File: config.mk
export PLATFORM = sky130hd
export DESIGN_NAME = mshr_line_buffer
export DESIGN_NICKNAME = d
export VERILOG_FILES = /design/src/rtl/cache_pkg.sv /design/src/rtl/line_buf.sv /design/src/rtl/mshr_line_buffer.sv
export SDC_FILE = /design/constraint.sdc
export NUM_CORES = 1
export LEC_CHECK = 0
export ABC_AREA = 1
export CORE_ASPECT_RATIO = 1.25
export CORE_MARGIN = 4
export CORE_UTILIZATION = 30
export DETAILED_ROUTE_END_ITERATION = 8
export PLACE_DENSITY = 0.53
export SKIP_CTS_REPAIR_TIMING = 1
export SLEW_MARGIN = 20
export SYNTH_ARGS = -nofsm -noshare
export SYNTH_HDL_FRONTEND = slang
export SYNTH_SLANG_ARGS = --single-unit
export TNS_END_PERCENT = 100
File: constraint.sdc
create_clock -name clk -period 2.7 [get_ports clk]
set_clock_uncertainty 0.2 [all_clocks]
set_input_delay 0.81 -clock clk [delete_from_list [all_inputs] [get_ports clk]]
set_output_delay 0.81 -clock clk [all_outputs]
set_load 0.02 [all_outputs]
File: src/rtl/cache_pkg.sv
// Shared geometry, state encoding and address helpers for the miss-status line buffer.
package cache_pkg;

  localparam int DATA_WIDTH        = 32;
  localparam int ADR_WIDTH         = 32;
  localparam int WORD_OFFSET_WIDTH = 2;
  localparam int WORD_NUM          = 4;
  localparam int LINE_ADR_WIDTH    = ADR_WIDTH - WORD_OFFSET_WIDTH;

  typedef enum logic [2:0] {
    IDLE    = 3'd0,
    CAPTURE = 3'd1,
    WB      = 3'd2,
    FILL    = 3'd3,
    READY   = 3'd4
  } state_e;

  // Upper address bits that identify a line; the word offset is shifted away.
  function automatic logic [LINE_ADR_WIDTH-1:0] line_base(input logic [ADR_WIDTH-1:0] adr);
    return LINE_ADR_WIDTH'(adr >> WORD_OFFSET_WIDTH);
  endfunction

  function automatic logic [WORD_NUM-1:0] word_onehot(input logic [WORD_OFFSET_WIDTH-1:0] idx);
    return {{(WORD_NUM-1){1'b0}}, 1'b1} << idx;
  endfunction

endpackage

File: src/rtl/line_buf.sv
// One cache line of storage: single write port, async read port, per-word valid mask with clear.
module line_buf
  import cache_pkg::*;
(
  input  logic                         clk,
  input  logic                         rst,
  input  logic                         i_we,
  input  logic [WORD_OFFSET_WIDTH-1:0] i_wadr,
  input  logic [DATA_WIDTH-1:0]        i_wdat,
  input  logic                         i_clr,
  input  logic [WORD_OFFSET_WIDTH-1:0] i_radr,
  output logic [DATA_WIDTH-1:0]        o_rdat,
  output logic [WORD_NUM-1:0]          o_valid
);

  logic [DATA_WIDTH-1:0] r_mem [WORD_NUM];
  logic [WORD_NUM-1:0]   r_valid;
  logic [WORD_NUM-1:0]   w_set;

  assign w_set   = i_we ? word_onehot(i_wadr) : {WORD_NUM{1'b0}};
  assign o_rdat  = r_mem[i_radr];
  assign o_valid = r_valid;

  // Word storage; a clear drops the mask but a write in the same cycle still lands.
  always_ff @(posedge clk or negedge rst) begin
    if (!rst) begin
      for (int i = 0; i < WORD_NUM; i++) begin
        r_mem[i] <= {DATA_WIDTH{1'b0}};
      end
      r_valid <= {WORD_NUM{1'b0}};
    end else begin
      if (i_we) begin
        r_mem[i_wadr] <= i_wdat;
      end
      r_valid <= (i_clr ? {WORD_NUM{1'b0}} : r_valid) | w_set;
    end
  end

endmodule

File: src/rtl/mshr_line_buffer.sv
// Single-entry MSHR: captures a dirty victim, writes it back, then fetches the missing line.
// Build option: CRITICAL_WORD_FIRST_EN starts the fill at the requested word.
module mshr_line_buffer
  import cache_pkg::*;
(
  input  logic                         clk,
  input  logic                         rst,
  input  logic                         miss_req_i,
  input  logic [ADR_WIDTH-1:0]         miss_adr_i,
  input  logic                         victim_dirty_i,
  input  logic [ADR_WIDTH-1:0]         victim_adr_i,
  input  logic                         victim_we_i,
  input  logic [WORD_OFFSET_WIDTH-1:0] victim_word_i,
  input  logic [DATA_WIDTH-1:0]        victim_dat_i,
  input  logic [WORD_OFFSET_WIDTH-1:0] refill_word_i,
  output logic [DATA_WIDTH-1:0]        refill_dat_o,
  output logic [ADR_WIDTH-1:0]         refill_adr_o,
  output logic [WORD_NUM-1:0]          word_valid_o,
  output logic                         refill_ready_o,
  input  logic                         refill_done_i,
  output logic                         busy_o,
  output logic                         mem_req_o,
  output logic                         mem_we_o,
  output logic [ADR_WIDTH-1:0]         mem_adr_o,
  output logic [DATA_WIDTH-1:0]        mem_dat_o,
  input  logic                         mem_ack_i,
  input  logic [DATA_WIDTH-1:0]        mem_dat_i
);

  state_e                       r_state;
  logic [ADR_WIDTH-1:0]         r_miss_adr;
  logic [ADR_WIDTH-1:0]         r_victim_adr;
  logic [WORD_OFFSET_WIDTH-1:0] r_beat;
  logic [WORD_OFFSET_WIDTH-1:0] r_fcnt;
  logic                         r_mem_req;
  logic                         r_mem_we;

  logic                         w_ack;
  logic                         w_accept;
  logic                         w_vic_we;
  logic                         w_fill_we;
  logic                         w_fill_clr;
  logic                         w_last_beat;
  logic [WORD_NUM-1:0]          w_vic_valid;
  logic [WORD_NUM-1:0]          w_vic_mask_next;
  logic [DATA_WIDTH-1:0]        w_vic_dat;
  logic [WORD_OFFSET_WIDTH-1:0] w_fill_start;

  assign w_ack           = mem_ack_i & r_mem_req;
  assign w_accept        = miss_req_i & (r_state == IDLE);
  assign w_vic_we        = victim_we_i & (r_state == CAPTURE);
  assign w_fill_we       = w_ack & (r_state == FILL);
  assign w_fill_clr      = refill_done_i & (r_state == READY);
  assign w_last_beat     = (r_beat == {WORD_OFFSET_WIDTH{1'b1}});
  assign w_vic_mask_next = w_vic_valid | (w_vic_we ? word_onehot(victim_word_i) : {WORD_NUM{1'b0}});

`ifdef CRITICAL_WORD_FIRST_EN
  assign w_fill_start = miss_adr_i[WORD_OFFSET_WIDTH-1:0];
`else
  assign w_fill_start = {WORD_OFFSET_WIDTH{1'b0}};
`endif

  line_buf u_victim (
    .clk     (clk),
    .rst     (rst),
    .i_we    (w_vic_we),
    .i_wadr  (victim_word_i),
    .i_wdat  (victim_dat_i),
    .i_clr   (w_accept),
    .i_radr  (r_beat),
    .o_rdat  (w_vic_dat),
    .o_valid (w_vic_valid)
  );

  line_buf u_fill (
    .clk     (clk),
    .rst     (rst),
    .i_we    (w_fill_we),
    .i_wadr  (r_fcnt),
    .i_wdat  (mem_dat_i),
    .i_clr   (w_fill_clr),
    .i_radr  (refill_word_i),
    .o_rdat  (refill_dat_o),
    .o_valid (word_valid_o)
  );

  // Control FSM; mem_req/mem_we are registered and dropped for one cycle between WB and FILL.
  always_ff @(posedge clk or negedge rst) begin
    if (!rst) begin
      r_state      <= IDLE;
      r_miss_adr   <= {ADR_WIDTH{1'b0}};
      r_victim_adr <= {ADR_WIDTH{1'b0}};
      r_beat       <= {WORD_OFFSET_WIDTH{1'b0}};
      r_fcnt       <= {WORD_OFFSET_WIDTH{1'b0}};
      r_mem_req    <= 1'b0;
      r_mem_we     <= 1'b0;
    end else begin
      case (r_state)
        IDLE: begin
          if (w_accept) begin
            r_miss_adr   <= miss_adr_i;
            r_victim_adr <= victim_adr_i;
            r_fcnt       <= w_fill_start;
            r_beat       <= {WORD_OFFSET_WIDTH{1'b0}};
            if (victim_dirty_i) begin
              r_state <= CAPTURE;
            end else begin
              r_state   <= FILL;
              r_mem_req <= 1'b1;
            end
          end
        end
        CAPTURE: begin
          if (&w_vic_mask_next) begin
            r_state   <= WB;
            r_mem_req <= 1'b1;
            r_mem_we  <= 1'b1;
            r_beat    <= {WORD_OFFSET_WIDTH{1'b0}};
          end
        end
        WB: begin
          if (w_ack) begin
            r_beat <= r_beat + 1'b1;
            if (w_last_beat) begin
              r_state   <= FILL;
              r_mem_req <= 1'b0;
              r_mem_we  <= 1'b0;
            end
          end
        end
        FILL: begin
          if (!r_mem_req) begin
            r_mem_req <= 1'b1;
          end else if (w_ack) begin
            r_fcnt <= r_fcnt + 1'b1;
            r_beat <= r_beat + 1'b1;
            if (w_last_beat) begin
              r_state   <= READY;
              r_mem_req <= 1'b0;
            end
          end
        end
        READY: begin
          if (refill_done_i) begin
            r_state <= IDLE;
          end
        end
        default: begin
          r_state   <= IDLE;
          r_mem_req <= 1'b0;
          r_mem_we  <= 1'b0;
        end
      endcase
    end
  end

  // Memory address/data decode; held stable because only an ack moves the counters.
  always_comb begin
    mem_adr_o = {ADR_WIDTH{1'b0}};
    mem_dat_o = {DATA_WIDTH{1'b0}};
    case (r_state)
      WB: begin
        mem_adr_o = {line_base(r_victim_adr), r_beat};
        mem_dat_o = w_vic_dat;
      end
      FILL: begin
        mem_adr_o = {line_base(r_miss_adr), r_fcnt};
      end
      default: begin
        mem_adr_o = {ADR_WIDTH{1'b0}};
        mem_dat_o = {DATA_WIDTH{1'b0}};
      end
    endcase
  end

  assign mem_req_o      = r_mem_req;
  assign mem_we_o       = r_mem_we;
  assign refill_adr_o   = r_miss_adr;
  assign refill_ready_o = (r_state == READY);
  assign busy_o         = (r_state != IDLE);

endmodule

== After elaboration in Yosys (flattened, before gate mapping) ==
Index checks and enable logic that the tools add are counted.
Storage, ports and cells
  output and inout bits: 136
  register bits after elaboration: 337
  word-level logic and storage cells: 115
Cells by class
  eq/ne operators: 14
  shifts and indexed selects: 2
  bitwise logic cells: 14
  $add $sub $neg: 2
  muxes and demuxes: 46
  $lt $le $gt $ge: 6
  reductions and logical operators: 14
Operator list (number)
  $bwmux W128: 2
  $mux W32: 7
  $bmux W32 S2: 2
  $demux W32 S2: 2
  $pmux W32 S2: 1
  $mux W3: 8
  $mux W4: 4
  $reduce_and A4 Y1: 4
  $pmux W3 S5: 1
  $mux W2: 7
  $ge A3 B3 Y1 const B: 4
  $ne A2 B2 Y1 const B: 6
  $not A2 Y3: 4
  $or A4 B4 Y4: 3
  $mux W1: 8
  $pmux W2 S4: 1
  $reduce_and A8 Y1: 1
  $shl A1 B2 Y4 const A: 2
  $eq A3 B2 Y1 const B: 2
  $lt A3 B1 Y1 const B: 2
  $ne A2 B1 Y1 const B: 3
  $reduce_and A6 Y1: 1
  $and A1 B1 Y1: 5
  $pmux W1 S5: 1
  14 further kinds: 17

== Logic depth before layout (Yosys ltp) ==
  word-level depth: 7
  depth in mapped cells: 12

== Modules after synthesis ==
A second synthesis with hierarchy kept.
Unflattened totals
  cells, all modules: 2364
  area, all modules: 17204.0 um^2
Modules (own cells, without submodules)
  line_buf: times used 2, area an instance 6827.8 um^2, seq. area each 3303.2 um^2, cells each 949
  mshr_line_buffer: times used 1, area an instance 3548.4 um^2, seq. area each 1776.7 um^2, cells each 466

== Worst setup path after synthesis ==
Ideal clock, no wire load.
  path type: input-to-output
  start point: in refill_word_i[0]
  end point: out refill_dat_o[21]
  path slack: -0.144 ns
  buffers on the path: 2
  stages: 5
  required time: 1.690 ns
  data arrival time: 1.834 ns
  path through: clkbuf_1 -> clkinv_1 -> clkbuf_1 -> nor2_1 -> o22ai_1
Between the ends
  cells in the longest elaborated chain, start to end: 4
RTL lines
  from (decl): RTL line mshr_line_buffer.sv:15  | input logic [WORD_OFFSET_WIDTH-1:0] refill_word_i,
  $not A2 Y3 (not written as such): RTL line line_buf.sv:21  | assign o_rdat = r_mem[i_radr];
  $bmux W32 S2: RTL line line_buf.sv:21
  $mux W32 (not written as such) (2 in a row): RTL line line_buf.sv:21
  to (decl): RTL line mshr_line_buffer.sv:16  | output logic [DATA_WIDTH-1:0] refill_dat_o,
Every way passes these cells. The select of a mux whose other input is x is not followed.

== Final worst setup path ==
  start point: reg r_beat[0]
  end point: out mem_dat_o[6]
Between the ends
  cells in the longest elaborated chain, start to end: 5
RTL lines
  from (decl): RTL line mshr_line_buffer.sv:33  | logic [WORD_OFFSET_WIDTH-1:0] r_beat;
  from (signal assigned): RTL line mshr_line_buffer.sv:93  | r_beat <= {WORD_OFFSET_WIDTH{1'b0}};
  from (signal assigned): RTL line mshr_line_buffer.sv:104  | r_beat <= {WORD_OFFSET_WIDTH{1'b0}};
  from (signal assigned): RTL line mshr_line_buffer.sv:118  | r_beat <= {WORD_OFFSET_WIDTH{1'b0}};
  $not A2 Y3 (not written as such): RTL line line_buf.sv:21
  $bmux W32 S2: RTL line line_buf.sv:21
  $mux W32 (not written as such) (2 in a row): RTL line line_buf.sv:21
  $mux W32: RTL line mshr_line_buffer.sv:161  | case (r_state)
  to (decl): RTL line mshr_line_buffer.sv:25  | output logic [DATA_WIDTH-1:0] mem_dat_o,
Every way passes these cells. The select of a mux whose other input is x is not followed.

==> flow_metrics.py <==
metrics = {
    "yosys": {
        "ys_seq_area_share_pct": 56.5,
        "synth_cells": 1753,
        "synth_nets": 1897,
        "syn_avg_cell_area_um2": 8.47,
        "synth_seq_cells": 335,
        "yosysUniqueCellTypes": 28,
        "syn-cell-area_um2": 14800,
        "yosys_warnings": 0,
    },
    "cells_and_area": {
        "drive_above_1_share_pct": 18.7,
        "final_common_cell": "nand2_1",
        "fin_nets": 2198,
        "area_growth_pct": 42.3,
        "layout_common_cells": "499 x nand2_1, 333 x dfrtp_1, 264 x o21ai_0",
        "nFillCells": 4872,
    },
    "sta": {
        "slew_headroom_pct": 54.2,
        "tns_ns": -11.94,
        "timing.final.ws_setup_ns": -0.287,
        "hold_violations": 0,
        "hold_slack_ns": 0.273,
        "setup_viol": 64,
        "tightest_slew_ns": 0.687,
        "post-route-period-util_pct": 111,
        "max_freq_mhz": 335,
        "fin_crit_ns": 2.99,
        "slew_violations": 0,
        "rsz0062_at_grt": "true",
    },
    "hold_path": {
        "timing.hold.worst.class": "reg2reg",
        "holdPathEnd": "r_victim_adr[27]",
        "whs_path_depth": 2,
        "hold_start": "r_victim_adr[27]",
    },
    "global_routing": {
        "grt_max_degree": 79,
        "grtUsageTotal_pct": 16.0,
        "grt_overflow": 0,
        "grt_pass1_wl_um": 68700,
        "first_global_vias": 12224,
        "antenna_found_initial": 2,
    },
    "critical_path": {
        "regToRegEndpoint": "r_state[0]",
        "r2r_start": "r_state[1]",
        "r2r_slack_ns": 0.55,
        "critPathRequiredTime_ns": 1.69,
        "rr_worst_depth": 12,
        "crit_arrival_ns": 1.98,
        "criticalPathCategory": "reg2out",
        "critPathCaptureType": "primary output",
        "cp_max_fo": 14,
        "cp-start-kind": "flop",
    },
    "clock_tree": {
        "ctsRootBufferMaster": "clkbuf_16",
        "cts.htree.levels": 2,
        "clock_latency_ns": 0.55,
        "cts_made_buffers": 38,
        "cts_max_path_buffers": 3,
        "clk_pin_slew_ns": 0.06,
        "tritoncts": "yes",
        "cts.sinks": 335,
    },
    "die": {
        "coreArea_um2": 48600,
        "die_y_um": 257,
        "rows": 90,
        "die-width_um": 207,
        "ios": 275,
        "die_area_um2": 53100,
        "initial_utilization_pct": 30.5,
    },
    "power_and_ir_drop": {
        "p_leak_nw": 9.99,
        "design_power_total_mw": 23.2,
        "power_per_cell_area_nw_per_um2": 1100,
        "ir_worst_vdd_mv": 0.664,
    },
    "run_status": {
        "outcome": "finished, violations left",
        "violations": "negative setup slack",
    },
    "routing": {
        "first_iter_violations": 726,
        "first_pass_iters": 4,
        "detail-route-antenna-nets": 0,
        "drc": 0,
        "wl_per_cell_um": 17.2,
        "drt_wl_total_um": 46900,
        "routed_via_density": 4.76,
        "vias": 12992,
    },
    "place": {
        "portBuffers": 272,
        "hpwl_um": 29600,
        "gp_congestion": 0.821,
    },
    "job": {
        "maxCapViolations": 0,
    },
}
worst max-delay path, stage by stage, from the launching register on:
cell     delay (ns)
dfrtp_4        0.52
buf_12         0.16
buf_12         0.15
a21oi_1        0.13
o21ai_1        0.09
a21oi_2        0.19
buf_4          0.17
layout make-up:
type,instances,area (um^2),area share (%)
flip-flops and latches,335,8390,39.7
multi-input cells,1143,5810,27.5
well taps,644,806,3.81
repair buffers,382,4180,19.8
inverters,154,603,2.85
clock inverters,7,96.3,0.456
clock buffers,62,1240,5.89
diodes,1,2.50,0.0118
kinds of logic (layout without fill, tap and decap cells):
family                     after synthesis  in the layout  share of synthesized area [%]
adders and majority gates                5              5                          0.421
and+or+nand+nor                        610            610                           15.9
other                                    0              1                              0
AOI/OAI and AO/OA                      528            528                           19.4
DFF                                    335            335                           56.5
buffers and inverters                  275            605                           7.84
sequential cells by signal, summed over array words and instances, names as in the netlist:
| register | count |
|---|---|
| r_fcnt | 2 |
| u_fill.r_mem | 128 |
| u_victim.r_mem | 128 |
| mem_we_o | 1 |
| u_victim.o_valid | 4 |
| r_state | 3 |
| u_fill.o_valid | 4 |
| refill_adr_o | 32 |
| r_victim_adr | 30 |
| mem_req_o | 1 |
| r_beat | 2 |
power by group:
part           internal (mW)  switching, mW  total [mW]
clock network           3.35           2.10        5.44
registers               6.88           1.15        8.03
logic                   4.43           5.32        9.75
how the worst max path moves through the flow:
stage,from,cells past startpoint,slack (ns),endpoint
detailed placement,refill_word_i[1],6,-0.84,refill_dat_o[20]
floorplan,refill_word_i[0],5,0.003,refill_dat_o[10]
finish,r_beat[0],6,-0.29,mem_dat_o[6]
CTS,r_beat[0],5,-0.84,mem_dat_o[24]
global route,r_state[2],6,-0.37,mem_dat_o[12]
global placement,refill_word_i[1],6,-0.83,refill_dat_o[20]
layer usage:
metal | GRT usage [%] | wire [um] | up-vias | share of wire [%]
li1 | - | - | 6336 | -
met1 | 21.5 | 20300 | 6239 | 43
met2 | 25.9 | 22700 | 326 | 48
met3 | 2.65 | 2370 | 89 | 5.1
met4 | 5.90 | 1480 | 2 | 3.2
met5 | 0 | 13 | - | 0.028
through the flow:
| stage | util [%] | worst slack, ns | std cells | cell area, um^2 |
|---|---|---|---|---|
| floorplan | - | 0.00288 | 1753 | 15100 |
| global placement | 39.0 | -0.834 | 2627 | 19000 |
| detailed placement | 39.0 | -0.836 | 2627 | 19000 |
| CTS | 41.8 | -0.840 | 2696 | 20300 |
| global route | 43.4 | -0.371 | 2728 | 21100 |
| finish | 43.4 | -0.287 | 2728 | 21100 |
cell usage after synthesis:
cell type / n / area share [%]
nor3_1: 2 / 0.067
o21ai_2: 1 / 0.059
dfrtp_1: 335 / 56
a22o_1: 30 / 1.8
nor2_1: 77 / 1.9
inv_2: 3 / 0.076
nor3b_1: 1 / 0.051
buf_4: 8 / 0.40
a211oi_1: 1 / 0.051
nand2_1: 510 / 13
clkinv_1: 1 / 0.025
nand4_1: 8 / 0.34
a21oi_1: 69 / 2.3
clkbuf_1: 69 / 1.7
buf_6: 9 / 0.68
nor2_2: 2 / 0.084
nor2_8: 1 / 0.13
o21ai_0: 322 / 11
buf_2: 28 / 0.94
nor2_4: 1 / 0.076
inv_1: 150 / 3.8
ha_1: 5 / 0.42
o21ai_1: 40 / 1.3
nand2_2: 1 / 0.042
nand3_1: 7 / 0.24
o22ai_1: 33 / 1.4
o211ai_1: 32 / 1.6
buf_1: 7 / 0.18
Power figures use the tool's default switching activity.
